===== config.mk =====
export PLATFORM = sky130hd
export DESIGN_NAME = pattern_scan_fsm
export DESIGN_NICKNAME = d
export VERILOG_FILES = /design/src/rtl/pattern_scan_fsm_pkg.sv /design/src/rtl/pattern_scan_fsm_sat_counter.sv /design/src/rtl/pattern_scan_fsm.sv
export SDC_FILE = /design/constraint.sdc
export NUM_CORES = 1
export LEC_CHECK = 0
export ABC_CLOCK_PERIOD_IN_PS = 3300
export BUFFER_PORTS_ARGS = -buffer_cell sky130_fd_sc_hd__clkbuf_2
export CAP_MARGIN = 5
export CELL_PAD_IN_SITES_DETAIL_PLACEMENT = 1
export CELL_PAD_IN_SITES_GLOBAL_PLACEMENT = 1
export CORE_MARGIN = 5
export CORE_UTILIZATION = 33
export DETAILED_ROUTE_END_ITERATION = 8
export HOLD_SLACK_MARGIN = 0.1
export PLACE_DENSITY_LB_ADDON = 0.25
export SLEW_MARGIN = 20
export SYNTH_ARGS = -nofsm -noshare
export SYNTH_HDL_FRONTEND = slang
export SYNTH_SLANG_ARGS = --single-unit

===== constraint.sdc =====
create_clock -name clk -period 3.3 [get_ports clk]
set_input_delay 0.495 -clock clk [delete_from_list [all_inputs] [get_ports clk]]
set_output_delay 0.495 -clock clk [all_outputs]
set_load 0.03 [all_outputs]

===== src/rtl/pattern_scan_fsm_pkg.sv =====
// pattern_scan_pkg: shared state encoding and sizing helper for the pattern scanner
package pattern_scan_pkg;

  typedef enum logic [2:0] {
    S_IDLE = 3'd0,
    S_SCAN = 3'd1,
    S_HIT  = 3'd2,
    S_MISS = 3'd3,
    S_LOCK = 3'd4,
    S_ISO  = 3'd5
  } state_t;

  function automatic int idx_w(input int w);
    return (w > 1) ? $clog2(w) : 1;
  endfunction

endpackage


===== src/rtl/pattern_scan_fsm_sat_counter.sv =====
// sat_counter: counter that holds at all-ones, with clear taking priority over increment
module sat_counter #(
  parameter int W = 8
) (
  input  logic         clk,
  input  logic         rst_n,
  input  logic         inc,
  input  logic         clr,
  output logic [W-1:0] count
);

  // clear wins; increment stops at all-ones
  always_ff @(posedge clk or negedge rst_n)
    if (!rst_n) count <= '0;
    else count <= clr ? '0 : (inc && !(&count)) ? count + W'(1) : count;

endmodule


===== src/rtl/pattern_scan_fsm.sv =====
// pattern_scan_fsm: bit-serial masked pattern matcher with lock-out prefix, isolation and hit counter
module pattern_scan_fsm
  import pattern_scan_pkg::*;
#(
  parameter int DATA_W = 12,
  parameter int LOCK_W = 4,
  parameter int CNT_W  = 8
) (
  input  logic              clk,
  input  logic              rst_n,
  input  logic              in_valid,
  output logic              in_ready,
  input  logic [DATA_W-1:0] in_data,
  input  logic [DATA_W-1:0] cfg_pattern,
  input  logic [DATA_W-1:0] cfg_mask,
  input  logic [LOCK_W-1:0] cfg_lock_pattern,
  input  logic              cfg_lock_en,
  input  logic              unlock,
  input  logic              iso_req,
  input  logic              cnt_clr,
  output logic              detected,
  output logic              miss,
  output logic              locked,
  output logic              isolated,
  output logic [CNT_W-1:0]  hit_count
);

  localparam int IW = idx_w(DATA_W);

  state_t            state, state_n;
  logic [DATA_W-1:0] data_q, pat_q, mask_q, lock_full;
  logic [LOCK_W-1:0] lpat_q;
  logic [IW-1:0]     idx;
  logic              lock_en_q, mis_q, lock_ok_q, ready_q;
  logic              accept, last, in_lock, bit_mis, lock_mis, mis_n, lock_ok_n;

  assign lock_full = DATA_W'(lpat_q) << (DATA_W - LOCK_W);
  assign in_lock   = idx >= IW'(DATA_W - LOCK_W);
  assign bit_mis   = (data_q[idx] ^ pat_q[idx]) & ~mask_q[idx];
  assign lock_mis  = in_lock & (data_q[idx] ^ lock_full[idx]);
  assign mis_n     = mis_q | bit_mis;
  assign lock_ok_n = lock_ok_q & ~lock_mis;
  assign last      = idx == '0;
  assign in_ready  = ready_q & (state == S_IDLE) & ~iso_req;
  assign accept    = in_valid & in_ready;

  // state register; ready_q keeps in_ready low until the first clock after reset release
  always_ff @(posedge clk or negedge rst_n)
    if (!rst_n) begin
      state   <= S_IDLE;
      ready_q <= 1'b0;
    end else begin
      state   <= state_n;
      ready_q <= 1'b1;
    end

  // next state: scan verdict uses the flags including the final bit-0 compare
  always_comb begin
    state_n = S_IDLE;
    case (state)
      S_IDLE:        state_n = iso_req ? S_ISO : accept ? S_SCAN : S_IDLE;
      S_SCAN:        state_n = iso_req ? S_ISO : !last ? S_SCAN :
                               (lock_en_q && lock_ok_n) ? S_LOCK : mis_n ? S_MISS : S_HIT;
      S_HIT, S_MISS: state_n = iso_req ? S_ISO : S_IDLE;
      S_LOCK:        state_n = unlock ? S_IDLE : S_LOCK;
      S_ISO:         state_n = iso_req ? S_ISO : S_IDLE;
      default:       state_n = S_IDLE;
    endcase
  end

  // Moore outputs decoded from the current state
  always_comb begin
    detected = state == S_HIT;
    miss     = state == S_MISS;
    locked   = state == S_LOCK;
    isolated = state == S_ISO;
  end

  // capture word and config on accept, then walk the index down accumulating sticky flags
  always_ff @(posedge clk or negedge rst_n)
    if (!rst_n) begin
      data_q    <= '0;
      pat_q     <= '0;
      mask_q    <= '0;
      lpat_q    <= '0;
      lock_en_q <= 1'b0;
      idx       <= '0;
      mis_q     <= 1'b0;
      lock_ok_q <= 1'b0;
    end else if (accept) begin
      data_q    <= in_data;
      pat_q     <= cfg_pattern;
      mask_q    <= cfg_mask;
      lpat_q    <= cfg_lock_pattern;
      lock_en_q <= cfg_lock_en;
      idx       <= IW'(DATA_W - 1);
      mis_q     <= 1'b0;
      lock_ok_q <= 1'b1;
    end else if (state == S_SCAN) begin
      idx       <= idx - IW'(1);
      mis_q     <= mis_n;
      lock_ok_q <= lock_ok_n;
    end

  sat_counter #(.W(CNT_W)) u_hits (
    .clk   (clk),
    .rst_n (rst_n),
    .inc   (state == S_HIT),
    .clr   (cnt_clr),
    .count (hit_count)
  );

endmodule


==> impl_summary.log, run 1 <==
INFO  metric outcome = completed
INFO  metric antenna_cells_inserted = 0
INFO  metric synth_top_area_cells = sky130_fd_sc_hd__dfrtp_1 52%, sky130_fd_sc_hd__mux2_2 14%, sky130_fd_sc_hd__xnor2_1 4.0%
INFO  metric mappedNetlistArea = 2850 um2
INFO  metric placement_rows = 34
INFO  metric timing.final.hold_violations = 0
INFO  metric cts_repair_resize_count = 0
INFO  metric cts_root_buf = sky130_fd_sc_hd__clkbuf_8
INFO  metric arrival = 2310 ps
INFO  metric timing.hold.worst.class = input port to async pin
INFO  metric synth_nets = 274
INFO  metric yosysWarningCount = 0
INFO  metric placed_cells = 384
INFO  metric finalWeightedCongestion = 0.771
INFO  metric finalWirelength = 6.06 mm
INFO  metric crit_start = idx[0]$_DFFE_PN0P_
INFO  metric number_of_vias_after_detailed_routing = 1,910
INFO  metric endpoint = state[0]$_DFF_PN0_
INFO  metric floorplan.io_pins = 60
INFO  metric number_of_buffer_cells_added_on_primary_ports = 59
INFO  metric cts_inserted_buffers = 9
INFO  metric vdd_ir_drop_max = 0.000393 V
INFO  metric first_global_vias = 2,162
INFO  metric worstRegToRegCells = 7
INFO  metric reg2reg_from = idx[0]$_DFFE_PN0P_
INFO  metric avgSynthCellArea = 12.7 um2
INFO  metric core-area = 8590 um2
INFO  metric fin_total_pwr = 0.00308 W
INFO  metric number_of_antenna_violations_at_the_first_check_in_global_routing = 0
INFO  metric fmaxAchievable = 473 MHz
INFO  metric finalCritPeriodShare = 64.1%
INFO  metric multi_input_comb_area = 1270 um2
INFO  metric final_cells = 400
INFO  metric layout.area.seq = 1480 um2
INFO  metric critPathCaptureType = flop
INFO  metric yosys.cell_count.top_type = sky130_fd_sc_hd__dfrtp_1
INFO  metric grt_setup_unrepaired = no
INFO  metric fin_skew = 8.99 ps
INFO  metric cts_hold_repair.buffers = 0
INFO  metric remaining_drc_errors = 0
INFO  metric finalMaxSlewViolations = 0
INFO  metric route.detailed.vias_per_inst = 4.78
INFO  metric nets = 336
INFO  metric fraction_of_registers_with_async_set_reset = 100%
INFO  metric netlist.area_leader.share = 51.7%
INFO  metric register_area_share_after_synthesis = 51.7%
INFO  metric synthCells = 225
INFO  metric detail_route.wirelength.met1 = 2.77 mm
INFO  metric timing.slew.headroom = 49.9%
INFO  metric netlist_top_cells_count = 59 x sky130_fd_sc_hd__dfrtp_1, 36 x sky130_fd_sc_hd__mux2_2, 13 x sky130_fd_sc_hd__xnor2_1
INFO  metric reg2reg_setup_slack = 1190 ps
INFO  metric clk-insertion-delay-late = 330 ps
INFO  metric maxCapViolations = 0
INFO  metric starting_density_of_the_core = 33.2%
INFO  metric worst_r2r_endpoint = state[0]$_DFF_PN0_
INFO  metric chipWidth = 103 um
INFO  metric final-setup-viol-count = 0
INFO  metric timing.hold.ws = 299 ps
INFO  metric clock_tree.buffer_depth = 2
INFO  metric post-dp-hpwl = 4.37 mm
INFO  metric grt_remaining_overflow = 0
INFO  metric wl_met2 = 2.93 mm
INFO  metric grt_util_all_layers = 12.8%
INFO  metric cts.repair_timing.setup_buffer_count = 0
INFO  metric yosys.cell_types.count = 46
INFO  metric cts_tree = yes
INFO  metric grt_pass1_wl = 10.3 mm
INFO  metric synth_edf_count = 0
INFO  metric critical_path_class = flop to flop
INFO  metric drive_gt1_share = 43.5%
INFO  metric power_density = 887 nW/um2
INFO  metric ys_ff_latch = 59
INFO  metric drt_pre_antenna_iters = 4
INFO  metric fp.dieArea = 10,600 um2
INFO  metric synth_area_leader_cell = sky130_fd_sc_hd__dfrtp_1
INFO  metric dp_slack = 1240 ps
INFO  metric dr_wl_met3 = 284 um
INFO  metric setup.worst_path.start_class = flop
INFO  metric cts_sinks = 59
INFO  metric htreeDepth = 3
INFO  metric clkSlewWorstSetupHoldPaths = 60 ps
INFO  metric detail-route-antenna-nets = 0
INFO  metric period_needed = 2110 ps
INFO  metric critPathMaxFanout = 13
INFO  metric worst_ep_required_time = 3500 ps
INFO  metric syn2layout_area_growth = 21.6%
INFO  metric floorplan.die.height = 103 um
INFO  metric worstMarginPinSlew = 751 ps
INFO  metric timing.setup.tns = 0 ps
INFO  metric n_fill_cell = 957
INFO  metric dr.first_iter.drc_count = 55
INFO  metric postLayoutSetupSlackWorst = 1190 ps
INFO  metric post_detailed_route_wirelength_per_cell = 15.1 um
INFO  metric power.static_leakage = 1.62 nW
INFO  metric maximum_number_of_pins_on_one_net_before_global_route_repair = 60
INFO  metric synthFlopType = sky130_fd_sc_hd__dfrtp_1
INFO  metric topRoutingLayerUsed = met4
cell families after synthesis:
logic type | count (synthesis) | share of synthesized area (%)
AOI/OAI and AO/OA | 22 | 4.78
xor gates and xnor gates | 19 | 5.83
adders and majority gates | 2 | 0.877
buffers and inverters | 17 | 3.77
DFF | 59 | 51.7
muxes | 47 | 21.0
other | 1 | 0.131
and+or+nand+nor | 58 | 11.9
how the worst min path moves through the flow:
stage	from	slack [ps]	to
5_1_grt	cfg_mask[10]	370	mask_q[10]$_DFFE_PN0P_
3_3_place_gp	pat_q[9]$_DFFE_PN0P_	480	pat_q[9]$_DFFE_PN0P_
3_5_place_dp	pat_q[10]$_DFFE_PN0P_	490	pat_q[10]$_DFFE_PN0P_
2_1_floorplan	rst_n	200	data_q[0]$_DFFE_PN0P_
4_1_cts	rst_n	330	u_hits.count[5]$_DFFE_PN0P_
6_report	rst_n	300	state[1]$_DFF_PN0_
final cells by class:
type / count / share of cell area, %
well taps: 108 / 3.89
clock buffers: 11 / 3.79
clock inverters: 5 / 3.60
inverters: 8 / 0.865
repair buffers: 60 / 8.72
flip-flops and latches: 59 / 42.5
multi-input cells: 149 / 36.6
state kept, by name (all words and copies together) (netlist names), 3 cells and up:
register      cells
state             3
lpat_q            4
data_q           12
mask_q           12
idx               4
pat_q            12
u_hits.count      8
cells in the final DEF (no fill, tap or decap), types with 3 or more instances in the layout:
cell type | synthesis | final
sky130_fd_sc_hd__a21oi_1 | 6 | 6
sky130_fd_sc_hd__bufinv_16 | 0 | 4
sky130_fd_sc_hd__clkbuf_2 | 0 | 59
sky130_fd_sc_hd__clkbuf_8 | 0 | 9
sky130_fd_sc_hd__dfrtp_1 | 59 | 59
sky130_fd_sc_hd__inv_1 | 5 | 5
sky130_fd_sc_hd__inv_2 | 3 | 3
sky130_fd_sc_hd__mux2_2 | 36 | 36
sky130_fd_sc_hd__mux2_4 | 5 | 5
sky130_fd_sc_hd__nand2_1 | 12 | 12
sky130_fd_sc_hd__nand3_1 | 5 | 5
sky130_fd_sc_hd__nand4_1 | 3 | 3
sky130_fd_sc_hd__nor2_1 | 12 | 12
sky130_fd_sc_hd__nor3_1 | 8 | 8
sky130_fd_sc_hd__nor4_1 | 3 | 3
sky130_fd_sc_hd__o21ai_0 | 6 | 6
sky130_fd_sc_hd__xnor2_1 | 13 | 13
sky130_fd_sc_hd__xor2_1 | 6 | 6
critical path, stage by stage, from the launching register on:
cell                        delay, ps
sky130_fd_sc_hd__dfrtp_1          550
sky130_fd_sc_hd__inv_2            150
sky130_fd_sc_hd__ha_1             180
sky130_fd_sc_hd__or3b_2           480
sky130_fd_sc_hd__a2bb2oi_1        170
sky130_fd_sc_hd__o31ai_1          100
sky130_fd_sc_hd__a211oi_1         270
sky130_fd_sc_hd__a21oi_1           70
through the flow:
step / util [%] / instance area, um2
after floorplan: - / 2850
after global placement: 37.4 / 3210
after detailed placement: 37.4 / 3210
after CTS: 40.4 / 3470
after global routing: 40.4 / 3470
final: 40.4 / 3470
metal layers:
metal  global-route usage, %  up-vias
li1                        -      925
met1                    16.3      938
met2                    20.6       40
met3                    3.72        7
met4                    5.08        0
met5                       0        -
where the power goes:
| part | internal (W) | switching (W) |
|---|---|---|
| registers | 0.00102 | 0.000265 |
| clock network | 0.000578 | 0.000283 |
| logic | 0.000549 | 0.000386 |
Power figures use the tool's default switching activity.
==> run 2, diff against run 1 <==
Settings changed: ABC_CLOCK_PERIOD_IN_PS 3300 to 2000.
Clock period 3.3 ns to 2 ns, I/O delays scaled along.
==> run 2 against run 1 <==
Effect of this change:
- critical path depth fell by 4
- wire length rose by 3.5%
- via count rose by 3.9%
- die area did not move
- register-to-register slack got worse by 1000 ps
- final cell count rose by 2.0%
- critical path type is now flop to output pin
- critical endpoint is now in_ready
- largest cell class unchanged
- highest routed layer unchanged
==> impl_summary.log, run 2 (synthesis gave the netlist of run 1 again) <==
INFO  metric clkSlewWorstSetupHoldPaths = 70 ps (about the same)
INFO  metric cts.repair_timing.setup_buffer_count = 0 (unchanged)
INFO  metric drt_pre_antenna_iters = 4 (unchanged)
INFO  metric cts_sinks = 59 (unchanged)
INFO  metric power.static_leakage = 1.65 nW (+1.8%)
INFO  metric floorplan.die.height = 103 um (unchanged)
INFO  metric reg2reg_from = idx[0]$_DFFE_PN0P_
INFO  metric multi_input_comb_area = 1270 um2 (+0.39%)
INFO  metric nets = 344 (+2.4%)
INFO  metric timing.hold.worst.class = input port to flop
INFO  metric fin_skew = 6.05 ps (-2.94 ps)
INFO  metric outcome = completed
INFO  metric critPathMaxFanout = 8 (-5)
INFO  metric power_density = 1430 nW/um2 (+61%)
INFO  metric cts_root_buf = sky130_fd_sc_hd__clkbuf_8
INFO  metric reg2reg_setup_slack = 140 ps (-1050 ps)
INFO  metric chipWidth = 103 um (unchanged)
INFO  metric floorplan.io_pins = 60 (unchanged)
INFO  metric clock_tree.buffer_depth = 2 (unchanged)
INFO  metric critPathCaptureType = output pin
INFO  metric final_cells = 408 (+2.0%)
INFO  metric first_global_vias = 2,138 (-1.1%)
INFO  metric starting_density_of_the_core = 33.2% (unchanged)
INFO  metric worst_ep_required_time = 1700 ps (-1800 ps)
INFO  metric remaining_drc_errors = 0 (unchanged)
INFO  metric antenna_cells_inserted = 0 (unchanged)
INFO  metric number_of_buffer_cells_added_on_primary_ports = 59 (unchanged)
INFO  metric finalWirelength = 6.27 mm (+3.5%)
INFO  metric worstMarginPinSlew = 568 ps (-183 ps)
INFO  metric worst_r2r_endpoint = state[0]$_DFF_PN0_
INFO  metric final-setup-viol-count = 0 (unchanged)
INFO  metric fmaxAchievable = 529 MHz
INFO  metric most-common-layout-cells = 59 x sky130_fd_sc_hd__dfrtp_1, 59 x sky130_fd_sc_hd__clkbuf_2, 36 x sky130_fd_sc_hd__mux2_2
INFO  metric number_of_antenna_violations_at_the_first_check_in_global_routing = 0 (unchanged)
INFO  metric drive_gt1_share = 45.3% (+1.8 points)
INFO  metric grt_util_all_layers = 12.8% (-0.018 points)
INFO  metric post-dp-hpwl = 4.62 mm (+5.5%)
INFO  metric maximum_number_of_pins_on_one_net_before_global_route_repair = 60 (unchanged)
INFO  metric grt_pass1_wl = 10.4 mm (+1.4%)
INFO  metric registers_with_the_highest_flip_flop_counts = data_q x12, mask_q x12, pat_q x12
INFO  metric finalWeightedCongestion = 0.801 (+3.9%)
INFO  metric fp.dieArea = 10,600 um2 (unchanged)
INFO  metric setup.worst_path.start_class = flop
INFO  metric period_needed = 1890 ps
INFO  metric arrival = 1590 ps (-720 ps)
INFO  metric timing.slew.headroom = 61.8% (+12 points)
INFO  metric maxCapViolations = 0 (unchanged)
INFO  metric critical_path_class = flop to output pin
INFO  metric worstRegToRegCells = 7 (unchanged)
INFO  metric placement_rows = 34 (unchanged)
INFO  metric layout.area.seq = 1480 um2 (unchanged)
INFO  metric grt_setup_unrepaired = no
INFO  metric post_detailed_route_wirelength_per_cell = 15.4 um (+1.5%)
INFO  metric route.detailed.vias_per_inst = 4.86 (+1.8%)
INFO  metric hold_depth = 2
INFO  metric finalCritPeriodShare = 94.6%
INFO  metric finalMaxSlewViolations = 0 (unchanged)
INFO  metric dr.first_iter.drc_count = 61 (+11%)
INFO  metric detail-route-antenna-nets = 0 (unchanged)
INFO  metric htreeDepth = 3 (unchanged)
INFO  metric number_of_vias_after_detailed_routing = 1,984 (+3.9%)
INFO  metric vdd_ir_drop_max = 0.000567 V (+44%)
INFO  metric min_delay_worst_endpoint = mask_q[3]$_DFFE_PN0P_
INFO  metric timing.setup.tns = 0 ps (unchanged)
INFO  metric timing.final.hold_violations = 0 (unchanged)
INFO  metric cts_inserted_buffers = 9 (unchanged)
INFO  metric worst_hold_startpoint = cfg_mask[3]
INFO  metric cts_tree = yes
INFO  metric clk-insertion-delay-late = 330 ps (about the same)
INFO  metric grt_remaining_overflow = 0 (unchanged)
INFO  metric syn2layout_area_growth = 23.4%
INFO  metric placed_cells = 391 (+1.8%)
INFO  metric n_fill_cell = 937 (-2.1%)
INFO  metric core-area = 8590 um2 (unchanged)
==> run 2: critical path: stages (launching register included) <==
cell and delay (ps):
sky130_fd_sc_hd__dfrtp_1 510, sky130_fd_sc_hd__nor4_4 370, sky130_fd_sc_hd__buf_4 180, sky130_fd_sc_hd__clkbuf_2 200
==> run 2: what timing repair did <==
action                                  4_1_cts  5_1_grt
hold buffers                                  1        0
endpoints found under the hold margin        59        0
endpoints found under the setup margin        0        2
gates resized for setup                       0        1
==> run 2: power breakdown <==
group / total (W) / switching [W] / leakage, nW / internal, W
Combinational: 0.00174 / 0.000772 / 0.805 / 0.000972
Clock: 0.00124 / 0.000474 / 0.113 / 0.000768
Sequential: 0.00204 / 0.000353 / 0.728 / 0.00168
Total: 0.00502 / 0.00160 / 1.65 / 0.00342
==> run 2: area by class of cell <==
type	count	share of cell area, %
clock buffer	12	4.40
clock inverter	4	2.06
inverter	8	0.853
multi-input combinational	149	36.2
sequential	59	41.9
tap	108	3.84
timing repair buffer	68	10.7
==> run 2: worst max path at each step <==
stage / endpoint / slack, ps / from
floorplan: data_q[5]$_DFFE_PN0P_ / 130 / state[2]$_DFF_PN0_
global placement: state[0]$_DFF_PN0_ / 220 / idx[0]$_DFFE_PN0P_
detailed placement: state[0]$_DFF_PN0_ / 120 / idx[0]$_DFFE_PN0P_
CTS: in_ready / 70 / state[2]$_DFF_PN0_
global route: in_ready / 2 / state[2]$_DFF_PN0_
finish: in_ready / 110 / state[2]$_DFF_PN0_
==> run 2: per-stage QoR <==
| stage | cell area (um2) | total power (W) | hold WS, ps | setup slack, ps | utilization (%) |
|---|---|---|---|---|---|
| after floorplan | 2850 | 0.00331 | 4.41 | 135 | - |
| after global placement | 3280 | 0.00376 | 342 | 220 | 38.2 |
| after detailed placement | 3280 | 0.00382 | 339 | 123 | 38.2 |
| after CTS | 3520 | 0.00509 | 175 | 69.3 | 40.9 |
| after global routing | 3520 | 0.00536 | 175 | 2.04 | 41.0 |
| final | 3520 | 0.00502 | 190 | 109 | 41.0 |
==> run 2: metal layers <==
metal  GRT usage [%]  part of all wire (%)
met3            3.38                   4.8
met4            5.08                   1.5
met2            20.9                    49
met1            16.2                    44
met5               0                     0
